$ cat src/rtl/eth_tx_frame_arbiter.sv
// rtl/eth_tx_frame_arbiter.sv - two-requester round-robin frame arbiter feeding the MAC tx stream
// Define ETH_TX_ARB_WATCHDOG_EN to enable the stall watchdog and the ABORT/DRAIN recovery path.
module eth_tx_frame_arbiter #(
  parameter int DATA_WIDTH    = 8,
  parameter int STALL_TIMEOUT = 256
) (
  input  logic                  tx_clk,
  input  logic                  tx_rst_n,
  input  logic [DATA_WIDTH-1:0] s0_axis_tdata,
  input  logic                  s0_axis_tvalid,
  output logic                  s0_axis_tready,
  input  logic                  s0_axis_tlast,
  input  logic                  s0_axis_tuser,
  input  logic [DATA_WIDTH-1:0] s1_axis_tdata,
  input  logic                  s1_axis_tvalid,
  output logic                  s1_axis_tready,
  input  logic                  s1_axis_tlast,
  input  logic                  s1_axis_tuser,
  output logic [DATA_WIDTH-1:0] m_axis_tdata,
  output logic                  m_axis_tvalid,
  input  logic                  m_axis_tready,
  output logic                  m_axis_tlast,
  output logic                  m_axis_tuser,
  output logic [1:0]            grant,
  output logic [1:0]            frame_done,
  output logic [7:0]            abort_count
);

  typedef enum logic [1:0] {IDLE, ACTIVE, ABORT, DRAIN} state_t;

  state_t state;
  logic   rr;

  logic                  sel;
  logic [DATA_WIDTH-1:0] g_tdata;
  logic                  g_tvalid;
  logic                  g_tlast;
  logic                  g_tuser;
  logic                  beat;

  // grant is one-hot, so bit 1 alone selects the owning requester
  assign sel      = grant[1];
  assign g_tdata  = sel ? s1_axis_tdata  : s0_axis_tdata;
  assign g_tvalid = sel ? s1_axis_tvalid : s0_axis_tvalid;
  assign g_tlast  = sel ? s1_axis_tlast  : s0_axis_tlast;
  assign g_tuser  = sel ? s1_axis_tuser  : s0_axis_tuser;
  assign beat     = (state == ACTIVE) && g_tvalid && m_axis_tready;

  always_comb begin
    m_axis_tvalid  = 1'b0;
    m_axis_tdata   = '0;
    m_axis_tlast   = 1'b0;
    m_axis_tuser   = 1'b0;
    s0_axis_tready = 1'b0;
    s1_axis_tready = 1'b0;
    if (tx_rst_n) begin
      case (state)
        ACTIVE: begin
          m_axis_tvalid  = g_tvalid;
          m_axis_tdata   = g_tdata;
          m_axis_tlast   = g_tlast;
          m_axis_tuser   = g_tuser;
          s0_axis_tready = grant[0] & m_axis_tready;
          s1_axis_tready = grant[1] & m_axis_tready;
        end
        ABORT: begin
          m_axis_tvalid = 1'b1;
          m_axis_tlast  = 1'b1;
          m_axis_tuser  = 1'b1;
        end
        DRAIN: begin
          s0_axis_tready = grant[0];
          s1_axis_tready = grant[1];
        end
        default: ;
      endcase
    end
  end

`ifdef ETH_TX_ARB_WATCHDOG_EN
  logic [15:0] wdog;

  always_ff @(posedge tx_clk) begin
    if (!tx_rst_n) begin
      state       <= IDLE;
      grant       <= 2'b00;
      rr          <= 1'b0;
      frame_done  <= 2'b00;
      wdog        <= '0;
      abort_count <= 8'd0;
    end else begin
      frame_done <= 2'b00;
      case (state)
        IDLE: begin
          wdog <= '0;
          if (s0_axis_tvalid || s1_axis_tvalid) begin
            if (s0_axis_tvalid && (!s1_axis_tvalid || !rr)) begin
              grant <= 2'b01;
              rr    <= 1'b1;
            end else begin
              grant <= 2'b10;
              rr    <= 1'b0;
            end
            state <= ACTIVE;
          end
        end
        ACTIVE: begin
          if (beat && g_tlast) begin
            frame_done <= grant;
            grant      <= 2'b00;
            state      <= IDLE;
          end else if (beat) begin
            wdog <= '0;
          end else if (!g_tvalid) begin
            // only an empty upstream counts; MAC backpressure never trips the watchdog
            if (wdog == 16'(STALL_TIMEOUT - 1)) state <= ABORT;
            wdog <= wdog + 16'd1;
          end
        end
        ABORT: begin
          if (m_axis_tready) begin
            state <= DRAIN;
            if (abort_count != 8'hFF) abort_count <= abort_count + 8'd1;
          end
        end
        DRAIN: begin
          if (g_tvalid && g_tlast) begin
            frame_done <= grant;
            grant      <= 2'b00;
            state      <= IDLE;
          end
        end
        default: state <= IDLE;
      endcase
    end
  end
`else
  assign abort_count = 8'd0;

  always_ff @(posedge tx_clk) begin
    if (!tx_rst_n) begin
      state      <= IDLE;
      grant      <= 2'b00;
      rr         <= 1'b0;
      frame_done <= 2'b00;
    end else begin
      frame_done <= 2'b00;
      case (state)
        IDLE: begin
          if (s0_axis_tvalid || s1_axis_tvalid) begin
            if (s0_axis_tvalid && (!s1_axis_tvalid || !rr)) begin
              grant <= 2'b01;
              rr    <= 1'b1;
            end else begin
              grant <= 2'b10;
              rr    <= 1'b0;
            end
            state <= ACTIVE;
          end
        end
        ACTIVE: begin
          if (beat && g_tlast) begin
            frame_done <= grant;
            grant      <= 2'b00;
            state      <= IDLE;
          end
        end
        default: state <= IDLE;
      endcase
    end
  end
`endif

endmodule

$ cat config.mk
export PLATFORM = sky130hd
export DESIGN_NAME = eth_tx_frame_arbiter
export DESIGN_NICKNAME = d
export VERILOG_FILES = /design/src/rtl/eth_tx_frame_arbiter.sv
export SDC_FILE = /design/constraint.sdc
export NUM_CORES = 1
export LEC_CHECK = 0
export BUFFER_PORTS_ARGS = -buffer_cell sky130_fd_sc_hd__clkbuf_2
export CORE_MARGIN = 1.5
export CORE_UTILIZATION = 36
export CTS_BUF_LIST = sky130_fd_sc_hd__clkbuf_2 sky130_fd_sc_hd__clkbuf_4 sky130_fd_sc_hd__clkbuf_8
export DETAILED_ROUTE_END_ITERATION = 16
export GPL_ROUTABILITY_DRIVEN = 0
export GPL_TIMING_DRIVEN = 1
export PLACE_DENSITY = 0.82
export SLEW_MARGIN = 25
export SYNTH_ARGS = -nofsm -noshare
export SYNTH_HDL_FRONTEND = slang
export SYNTH_SLANG_ARGS = --single-unit
$ cat constraint.sdc
create_clock -name tx_clk -period 1.4 [get_ports tx_clk]
set_input_delay 0.28 -clock tx_clk [delete_from_list [all_inputs] [get_ports tx_clk]]
set_output_delay 0.28 -clock tx_clk [all_outputs]
set_load 0.01 [all_outputs]
==> metrics <==
Synth Area in Compound Gates=0.1015; nature of the critical path endpoint=primary output; Root Buffer=clkbuf_4; DRC viols=0; number of global-route vias before repair=451; top cells by area, synth=dfxtp_1 (24%), mux2i_1 (20%), buf_4 (12%), nor2_1 (7.4%), and3_1 (5.0%); power per cell area=800.2 mW/mm2; gr usage total=0.1825; CP Class=flip-flop to primary output; synth-to-layout area growth=55.69%; Worst EP arrival=1170 ps; Req. time, crit path=1120 ps; CTS tree=yes; CTS max path bufs=2; synthesized cell area=505.5 um2; setup TNS=-92.38 ps; H-tree Lvls=1; ANT nets after route=0; wirelength, routed=1333 um; Critical Path, Cell by Cell=mux2_4 -> and3_4 -> buf_6; clock-pin slew on the worst setup and hold paths=40 ps; Slew Viols, Final=0; largest family of logic cells by synthesized area=simple AND/OR/NAND/NOR gates; antenna cell count=0; post-synthesis adder-cell area fraction=0; Final nets=134; fin cells=122; clock sink count=6; min Tclk post-route=1452 ps; failing checks=negative setup slack; Site Rows=13; Final Skew=0.2263 ps; hpwl dp=1018 um; Iter 0 DRT Violations=3; drt wl/cell=10.93 um; port buffer count=41; CP max stage delay=360 ps; CP startpoint kind=flip-flop; most common cell after layout, fill and taps aside=clkbuf_2; placed instance area=698.2 um2; DRT Pass-1 Iters=4; commonest cells after routing, fill and taps aside=clkbuf_2 (40), nor2_1 (10), mux2i_1 (9); Vias/cell=4.770; Syn Area/Cell=8.425 um2; Warnings, synthesis=0; Overflow after GRT=0; first-pass GRT wire length=1842 um; worst vdd ir=0.5583 mV; final setup fails=2; Simple-Gate Fraction of Synth Area=0.2376; initial antenna violation count=0; worst skew pair latency=250 ps; P_leak=0.4524 nW; Chip Width=40.47 um; largest net degree at the start of global routing=13; share of cells above drive strength 1=0.5514; Buf/Inv on CP=1; unrepaired setup endpoints after global routing=yes; Die ar.=0.001638 mm2; initial core utilization=0.3885; xor/xnor cell area share of the yosys netlist=0; fin worst setup slack=-51.99 ps; Core Area=0.001301 mm2; total of max-cap violations=0; max frequency=688.7 MHz; total number of vias=582; dominant cell type by area after synthesis=dfxtp_1; Post-CTS Hold Buffers=0; Num CTS Buffers=3; count of cell types in the netlist=23; slowest CP cell=dfxtp_4; Post-Syn Instances=60; design area=787.0 um2; Seq/Total Area, Yosys=0.2376; critical path's top delay family=flip-flops; Hold Crit Class=input port to flip-flop; Final Cycle Share=1.037; Ports=50; Yosys top cell area share=0.2376; post-synthesis register bit count=6; worst-path maximum fanout=3; status=finished with violations; multiplexer area fraction after synthesis=0.2277; placed instance count=115; die span in y=40.47 um; Hold Violations, Final=0
metrics by stage:
| stage | setup slack, ps | power (mW) | hold WS (ps) | utilization |
|---|---|---|---|---|
| after floorplan | 93.05 | 0.3611 | 405.5 | - |
| after detailed placement | 51.40 | 0.4295 | 473.0 | 0.5365 |
| after global routing | -101.9 | 0.6897 | 365.4 | 0.6048 |
| final | -51.99 | 0.6298 | 364.4 | 0.6048 |
| after CTS | -79.07 | 0.6171 | 358.7 | 0.5817 |
| after global placement | 117.7 | 0.4227 | 458.0 | 0.5365 |
power by group:
part	total, mW	switching (mW)	leakage (nW)	internal (mW)
sequential	0.205	0.0167	0.0504	0.189
clock	0.161	0.0642	0.0138	0.0971
combinational	0.263	0.125	0.388	0.139
total	0.630	0.205	0.452	0.424
worst paths after layout:
check | cells past startpoint | slack (ps) | to | from
min | 3 | 360 | frame_done[0] | m_axis_tready
max reg2reg | 5 | 60 | state[0] | grant[1]
max | 3 | -50 | m_axis_tvalid | grant[1]
min reg2reg | 2 | 480 | frame_done[0] | grant[0]
final cells by class:
cell class,count,area (um2)
fillers,129,514.2
multi-input cells,46,335.3
repair buffers,48,267.8
flip-flops and latches,6,127.6
clock buffers,3,22.52
well taps,15,18.77
inverters,4,15.01
worst reg2reg max path, delay by kind of cell (launching register included):
kind	cells	cell delay, ps
flops	1	350
simple gates	1	190
buf+inv	2	290
compound gates	1	250
mux	1	150
metal layers:
layer	GRT usage	part of all wire	vias to the layer above
met3	0.08333	0.10	2
li1	-	-	287
met1	0.1667	0.36	259
met2	0.3175	0.52	34
met5	0	0	-
met4	0.1250	0.016	0
what timing repair did:
action	4_1_cts	5_1_grt
setup buffers	2	2
gates resized for setup	7	5
pin swaps	0	1
setup endpoints to repair	13	13
Yosys cell counts:
cell and instances:
nor2b_1 1, a32o_1 1, and3_1 4, mux2_4 1, nor3_1 2, a21boi_0 1
nand4b_4 1, a41o_1 1, mux2i_1 10, a22oi_1 1, buf_2 1, buf_6 1
conb_1 1, nand2_1 1, inv_1 4, nor2_1 10, buf_4 8, dfxtp_1 6
nor3b_1 1, clkbuf_1 1, and2_1 1, a22o_1 1, o21bai_1 1
state kept, by name (all words and copies together) (netlist names):
register    cells
rr              1
state           1
frame_done      2
grant           2
cell families after synthesis:
kind of cell / after synthesis
AOI/OAI and AO/OA: 6
buffers and inverters: 15
DFF: 6
muxes: 11
other: 1
and+or+nand+nor: 21
Note: power is estimated with default switching activity, not from simulation.
